**config.mk**
```make
export PLATFORM = sky130hd
export DESIGN_NAME = wb_queue_flat
export DESIGN_NICKNAME = d
export VERILOG_FILES = /design/src/rtl/wb_queue_if.sv /design/src/rtl/wb_queue.sv /design/src/flat_wrapper.sv
export SDC_FILE = /design/constraint.sdc
export NUM_CORES = 1
export LEC_CHECK = 0
export ABC_AREA = 1
export CAP_MARGIN = 20
export CORE_ASPECT_RATIO = 1.25
export CORE_MARGIN = 2
export CORE_UTILIZATION = 34
export CTS_CLUSTER_DIAMETER = 60
export DETAILED_ROUTE_END_ITERATION = 7
export DONT_BUFFER_PORTS = 1
export SKIP_LAST_GASP = 1
export SLEW_MARGIN = 15
export SYNTH_ARGS = -nofsm -noshare
export SYNTH_HDL_FRONTEND = slang
export SYNTH_SLANG_ARGS = --single-unit
```
**constraint.sdc**
```tcl
create_clock -name clock -period 5.11 [get_ports clock]
set_input_delay 1.2775 -clock clock [delete_from_list [all_inputs] [get_ports clock]]
set_output_delay 1.2775 -clock clock [all_outputs]
set_load 0.05 [all_outputs]
```
**src/rtl/wb_queue_if.sv**
```systemverilog
// Writeback queue bus: the two producer handshakes (ALU and load), the
// register-file write port, the bypass lookup and the occupancy report.
// The queue takes the slave side; whoever feeds it and consumes the
// register-file writes takes the master side.
interface wb_queue_if;
    logic       alu_valid;
    logic [2:0] alu_rd;
    logic [7:0] alu_data;
    logic       alu_ready;

    logic       mem_valid;
    logic [2:0] mem_rd;
    logic [7:0] mem_data;
    logic       mem_ready;

    logic       rf_write;
    logic [2:0] rf_regw;
    logic [7:0] rf_dataw;

    logic [2:0] fwd_rd;
    logic       fwd_hit;
    logic [7:0] fwd_data;

    logic [3:0] count;

    modport master (
        output alu_valid, alu_rd, alu_data,
        input  alu_ready,
        output mem_valid, mem_rd, mem_data,
        input  mem_ready,
        input  rf_write, rf_regw, rf_dataw,
        output fwd_rd,
        input  fwd_hit, fwd_data,
        input  count
    );

    modport slave (
        input  alu_valid, alu_rd, alu_data,
        output alu_ready,
        input  mem_valid, mem_rd, mem_data,
        output mem_ready,
        output rf_write, rf_regw, rf_dataw,
        input  fwd_rd,
        output fwd_hit, fwd_data,
        output count
    );
endinterface

```
**src/rtl/wb_queue.sv**
```systemverilog
// Writeback queue: merges ALU and load results into a circular FIFO that
// drains one entry per cycle into the register file, and offers a bypass
// lookup returning the youngest pending value for a register.
// Optional feature macro: WB_R0_DISCARD_EN -- writes to register 0 complete
// their handshake but are dropped, and register 0 never forwards.
module wb_queue #(
    parameter int DEPTH = 4
) (
    input  logic       clock,
    input  logic       reset,
    wb_queue_if.slave  bus
);
    localparam int         PW      = $clog2(DEPTH);
    localparam logic [3:0] DEPTH_C = 4'(DEPTH);

    // Entry storage; contents are only meaningful inside [head, head+count)
    logic [2:0]    slot_rd   [DEPTH];
    logic [7:0]    slot_data [DEPTH];

    logic [PW-1:0] head_q, head_d;
    logic [PW-1:0] tail_q, tail_d;
    logic [PW-1:0] alu_slot;
    logic [3:0]    count_q, count_d;
    logic [3:0]    free;

    logic          mem_rdy, alu_rdy;
    logic          mem_keep, alu_keep;
    logic          mem_enq, alu_enq;
    logic          pop;
    logic          fwd_r0_mask;

    logic          rf_write_c;
    logic [2:0]    rf_regw_c;
    logic [7:0]    rf_dataw_c;
    logic          fwd_hit_c;
    logic [7:0]    fwd_data_c;

    // Admission: readiness from registered occupancy only, load path first
    always_comb begin
        free    = DEPTH_C - count_q;
        mem_rdy = (free >= 4'd1);
        alu_rdy = (free >= 4'd2) || ((free == 4'd1) && !bus.mem_valid);
`ifdef WB_R0_DISCARD_EN
        mem_keep    = (bus.mem_rd != 3'd0);
        alu_keep    = (bus.alu_rd != 3'd0);
        fwd_r0_mask = (bus.fwd_rd == 3'd0);
`else
        mem_keep    = 1'b1;
        alu_keep    = 1'b1;
        fwd_r0_mask = 1'b0;
`endif
        mem_enq = bus.mem_valid && mem_rdy && mem_keep;
        alu_enq = bus.alu_valid && alu_rdy && alu_keep;
        pop     = (count_q != 4'd0);
    end

    // Next pointers and occupancy; the ALU entry lands behind the load entry
    always_comb begin
        alu_slot = mem_enq ? (tail_q + PW'(1)) : tail_q;
        tail_d   = tail_q + PW'(mem_enq) + PW'(alu_enq);
        head_d   = head_q + PW'(pop);
        count_d  = count_q + 4'(mem_enq) + 4'(alu_enq) - 4'(pop);
    end

    // Control state clears the instant reset rises, discarding pending entries
    always_ff @(posedge clock or posedge reset) begin
        if (reset) begin
            head_q  <= '0;
            tail_q  <= '0;
            count_q <= '0;
        end else begin
            head_q  <= head_d;
            tail_q  <= tail_d;
            count_q <= count_d;
        end
    end

    // Entry payload writes; occupancy gates visibility so no reset is needed
    always_ff @(posedge clock) begin
        if (mem_enq) begin
            slot_rd[tail_q]   <= bus.mem_rd;
            slot_data[tail_q] <= bus.mem_data;
        end
        if (alu_enq) begin
            slot_rd[alu_slot]   <= bus.alu_rd;
            slot_data[alu_slot] <= bus.alu_data;
        end
    end

    // Head presentation and youngest-match bypass search (later slots win)
    always_comb begin
        rf_write_c = pop;
        rf_regw_c  = pop ? slot_rd[head_q]   : 3'd0;
        rf_dataw_c = pop ? slot_data[head_q] : 8'd0;
        fwd_hit_c  = 1'b0;
        fwd_data_c = 8'd0;
        for (int i = 0; i < DEPTH; i++) begin
            if ((4'(i) < count_q) && (slot_rd[head_q + PW'(i)] == bus.fwd_rd)) begin
                fwd_hit_c  = 1'b1;
                fwd_data_c = slot_data[head_q + PW'(i)];
            end
        end
        if (fwd_r0_mask) begin
            fwd_hit_c  = 1'b0;
            fwd_data_c = 8'd0;
        end
    end

    assign bus.mem_ready = mem_rdy;
    assign bus.alu_ready = alu_rdy;
    assign bus.rf_write  = rf_write_c;
    assign bus.rf_regw   = rf_regw_c;
    assign bus.rf_dataw  = rf_dataw_c;
    assign bus.fwd_hit   = fwd_hit_c;
    assign bus.fwd_data  = fwd_data_c;
    assign bus.count     = count_q;
endmodule

```
**src/flat_wrapper.sv**
```systemverilog
// flat-port wrapper written by rule: the top's interface ports become plain ports
module wb_queue_flat 
#(
    parameter int DEPTH = 4
)
  (clock, reset, bus_alu_valid, bus_alu_rd, bus_alu_data, bus_alu_ready, bus_mem_valid, bus_mem_rd, bus_mem_data, bus_mem_ready, bus_rf_write, bus_rf_regw, bus_rf_dataw, bus_fwd_rd, bus_fwd_hit, bus_fwd_data, bus_count);
  wb_queue_if bus_i ();
  input  logic clock;
  input  logic reset;
  input wire logic [$bits(bus_i.alu_valid)-1:0] bus_alu_valid;
  input wire logic [$bits(bus_i.alu_rd)-1:0] bus_alu_rd;
  input wire logic [$bits(bus_i.alu_data)-1:0] bus_alu_data;
  output wire logic [$bits(bus_i.alu_ready)-1:0] bus_alu_ready;
  input wire logic [$bits(bus_i.mem_valid)-1:0] bus_mem_valid;
  input wire logic [$bits(bus_i.mem_rd)-1:0] bus_mem_rd;
  input wire logic [$bits(bus_i.mem_data)-1:0] bus_mem_data;
  output wire logic [$bits(bus_i.mem_ready)-1:0] bus_mem_ready;
  output wire logic [$bits(bus_i.rf_write)-1:0] bus_rf_write;
  output wire logic [$bits(bus_i.rf_regw)-1:0] bus_rf_regw;
  output wire logic [$bits(bus_i.rf_dataw)-1:0] bus_rf_dataw;
  input wire logic [$bits(bus_i.fwd_rd)-1:0] bus_fwd_rd;
  output wire logic [$bits(bus_i.fwd_hit)-1:0] bus_fwd_hit;
  output wire logic [$bits(bus_i.fwd_data)-1:0] bus_fwd_data;
  output wire logic [$bits(bus_i.count)-1:0] bus_count;
  assign bus_i.alu_valid = bus_alu_valid;
  assign bus_i.alu_rd = bus_alu_rd;
  assign bus_i.alu_data = bus_alu_data;
  assign bus_alu_ready = bus_i.alu_ready;
  assign bus_i.mem_valid = bus_mem_valid;
  assign bus_i.mem_rd = bus_mem_rd;
  assign bus_i.mem_data = bus_mem_data;
  assign bus_mem_ready = bus_i.mem_ready;
  assign bus_rf_write = bus_i.rf_write;
  assign bus_rf_regw = bus_i.rf_regw;
  assign bus_rf_dataw = bus_i.rf_dataw;
  assign bus_i.fwd_rd = bus_fwd_rd;
  assign bus_fwd_hit = bus_i.fwd_hit;
  assign bus_fwd_data = bus_i.fwd_data;
  assign bus_count = bus_i.count;
  wb_queue #(.DEPTH(DEPTH)) u_core (.clock(clock), .reset(reset), .bus(bus_i));
endmodule
```
==> run summary <==
Ranked by total cell area, the synthesized netlist is headed by sky130_fd_sc_hd__edfxtp_1 29%, sky130_fd_sc_hd__nand2_1 28%, sky130_fd_sc_hd__nand3_1 6.9%, sky130_fd_sc_hd__nand4_1 6.1%, sky130_fd_sc_hd__inv_1 4.5%. The count of pins over their slew limit came out at 0. The beginning of the critical path is u_core.head_q[1]. After clock tree synthesis, the setup repair step added 0 buffers. The detail-routed net length per standard cell came out at 13.1 um. The total of max-cap violations is 0. The via count came out at 4153. The clock passes through at most 2 buffers. The full die area came out at 14300 um^2.

The hold violation total from the final report came out at 0. The flip-flop and latch count after synthesis is 52. The top-area cell type share of the netlist area came out at 29.1%. The endpoint identified for the worst register-to-register timing path is u_core.slot_data[1][1]. The maximum clock rate came out at 237 MHz.

The count of H-tree levels built during CTS is 2. The cell taking the most area after synthesis is sky130_fd_sc_hd__edfxtp_1. The number of instances in the synthesized netlist came out at 693. For the finished layout, the period the worst path requires is 4.22 ns. The slowest stage of the critical path belongs to the cell sky130_fd_sc_hd__nand2_1.

The net count after synthesis came out at 739. The total DRC errors in the routed layout is 0. Port buffering added 0 buffers. The worst reg2reg path depth came out at 13. The run finished with clean final reports. The signal on the critical path passes through buf_4 > clkinv_2 > nand2_1 > nand2_1 > nand2_1 > nand2_1 > nand2_1 > nand2_1 > nor2_4 > nand2_4 > nand3_1 > nand3_1 > nand2_1 > nand2_1.

The net total in the final layout is 730. The residual overflow from global routing is 0. In the final layout, the share of cells above drive strength 1 is 7.45%.

The detail route stage leaves a number of antenna-violating nets equal to 0. Setup repair after global routing left no endpoint under its margin. Across every metal layer, demand over resource in global routing totals 16.0%. The cell repeated most along the worst path is sky130_fd_sc_hd__nand2_1. The number of filler cells placed in the layout came out at 1401. The part of the cycle the worst path needs came out at 82.5%. The growth of design area from synthesis to finish came out at 7.66%. Post-CTS repair changed the size of 0 cells. The worst register-to-register path has a setup slack of 1.31 ns. After clock tree synthesis, the flow added hold-fix buffers numbering 0.

The average vias per placed instance came out at 4.85. The core footprint came out at 13200 um^2. The floorplan has 47 rows. The total detailed-routing wirelength is 11200 um.

After clock tree synthesis, the clock-pin slew on the worst setup and hold paths is 0.07 ns. The die width is 107 um. At the end of routability-driven placement, the weighted congestion stood at 0.822.

The post-synthesis instance area came out at 4540 um^2. The CTS buffer count came out at 5. For this design the top-level I/O count stands at 56. The class of the most critical setup path is reg2out. The most frequent standard cell in the layout excluding fill and tap cells is sky130_fd_sc_hd__nand2_1. The setup TNS after final layout came out at 0 ns.

TritonCTS built the clock tree. Clock tree synthesis found a total of 52 sinks. The startpoint of the worst hold path is u_core.tail_q[1].

The delay of the slowest cell on the worst path came out at 0.35 ns. The number of library cell types mapped by synthesis is 33. The worst setup path is captured at an output port.

The number of antenna violations at the first check in global routing came out at 0. The placed wire-length estimate after detailed placement is 9070 um. The relative max-transition margin is 56.2%.

The startpoint type of the worst setup path is a flop. The pin count of the biggest net entering global routing came out at 52. The worst path buffer plus inverter count came out at 2. Broken down by cell family, the worst path's largest delay share belongs to simple AND/OR/NAND/NOR gates. The combined area of the multi-input logic cells came out at 2600 um^2.

The total inserted antenna cells is 0. The mean cell area of the mapped netlist came out at 6.56 um^2. The start of the worst register-to-register path is u_core.bus.count[1]. The largest clock skew in the final design came out at 0.00471 ns.

The detailed-router iteration count before antenna repair is 5. Leaving out fill and tap cells, the most frequent cells in the layout are 338 x sky130_fd_sc_hd__nand2_1, 63 x sky130_fd_sc_hd__nand3_1, 55 x sky130_fd_sc_hd__inv_1, 44 x sky130_fd_sc_hd__nand4_1, 44 x sky130_fd_sc_hd__edfxtp_1. The number of DRC violations after detailed-routing iteration 0 is 172. The pin slew with the least headroom to its limit is 0.657 ns.

The initial core utilization is 34.5%. The number of instances on the worst hold path is 1. The data required time at the worst endpoint is 3.83 ns.

The number of global-route vias before repair came to 3935. The clock reaches the later pin of the worst-skew pair after 0.29 ns. The final setup violation count came out at 0.

The clock tree root driver cell is sky130_fd_sc_hd__clkbuf_16. The first-pass GRT wire length is 18900 um. Across the whole layout, storage elements account for 1520 um^2. The proportion of synthesized chip area in sequential cells is 33.5%. The type of the most critical hold path is reg2reg. The highest net fanout along the worst path came out at 26. In this run the vertical extent of the chip is 133 um. For the worst setup path, the data arrival time is 2.94 ns. The worst hold path terminates at u_core.tail_q[1].

The number of warnings reported in the yosys synthesis log is 0.
[cell type report]
cell class	count	share of cell area (%)
sequential	52	31.1
tap	171	4.37
inverter	60	4.66
clock buffer	5	2.56
timing repair buffer	21	3.22
multi-input combinational	544	53.2
clock inverter	3	0.870
[cells in the mapped netlist, drive strengths merged]
cell type and number:
nand2 345, nand3 65, dfrtp 8, or2 1, o21ai 37, fa 3, inv 58, o2111ai 1
a211oi 1, a21oi 4, clkbuf 6, nand4 44, xnor2 2, nor2 20, and2 1, buf 31
a21boi 1, xor2 4, clkinv 2, edfxtp 44, ha 14, nor3 1
[state kept, by name, summed over array words and instances, names as in the netlist]
register and flops:
u_core.bus.count 4, u_core.tail_q 2, u_core.head_q 2, u_core.slot_data 32, u_core.slot_rd 12
[worst max path at each step]
stage                      end  slack, ns  depth (start not counted)
6_report       bus_fwd_data[3]       0.89                         14
3_5_place_dp   bus_fwd_data[4]       1.19                         14
5_1_grt        bus_fwd_data[7]       0.53                         14
3_3_place_gp   bus_fwd_data[4]       1.25                         14
4_1_cts        bus_fwd_data[4]       0.88                         12
2_1_floorplan      bus_fwd_hit       1.22                          7
[metrics by stage]
stage                     setup WS, ns  cells  area [um^2]  utilization (%)  hold slack, ns
final                            0.895    856         4890             37.1           0.580
after global routing             0.531    856         4890             37.1           0.621
after floorplan                   1.22    693         4540                -           0.511
after detailed placement          1.19    848         4720             35.9           0.581
after global placement            1.25    848         4720             35.9           0.550
after CTS                        0.880    856         4890             37.1           0.591
[cell families (layout without fill, tap and decap cells)]
logic type                 count (synthesis)  after routing  synth area share (%)
and+or+nand+nor                          477            477                  45.4
buffers and inverters                     97             89                  9.39
DFF                                       52             52                  33.5
AOI/OAI and AO/OA                         44             44                  5.37
adders and majority gates                 17             17                  5.18
xor gates and xnor gates                   6              6                  1.16
[per-layer routing]
metal | share of wire [%] | track usage, % | wire (um) | vias up
li1 | - | - | - | 2224
met1 | 46 | 21.4 | 5200 | 1811
met2 | 47 | 26.2 | 5230 | 110
met3 | 6.2 | 3.03 | 698 | 8
met4 | 1.0 | 4.91 | 114 | 0
met5 | 0 | 0 | 0 | -
Power is not shown: default switching activity piles up to over one toggle a cycle in this logic, so the estimate is an artifact.
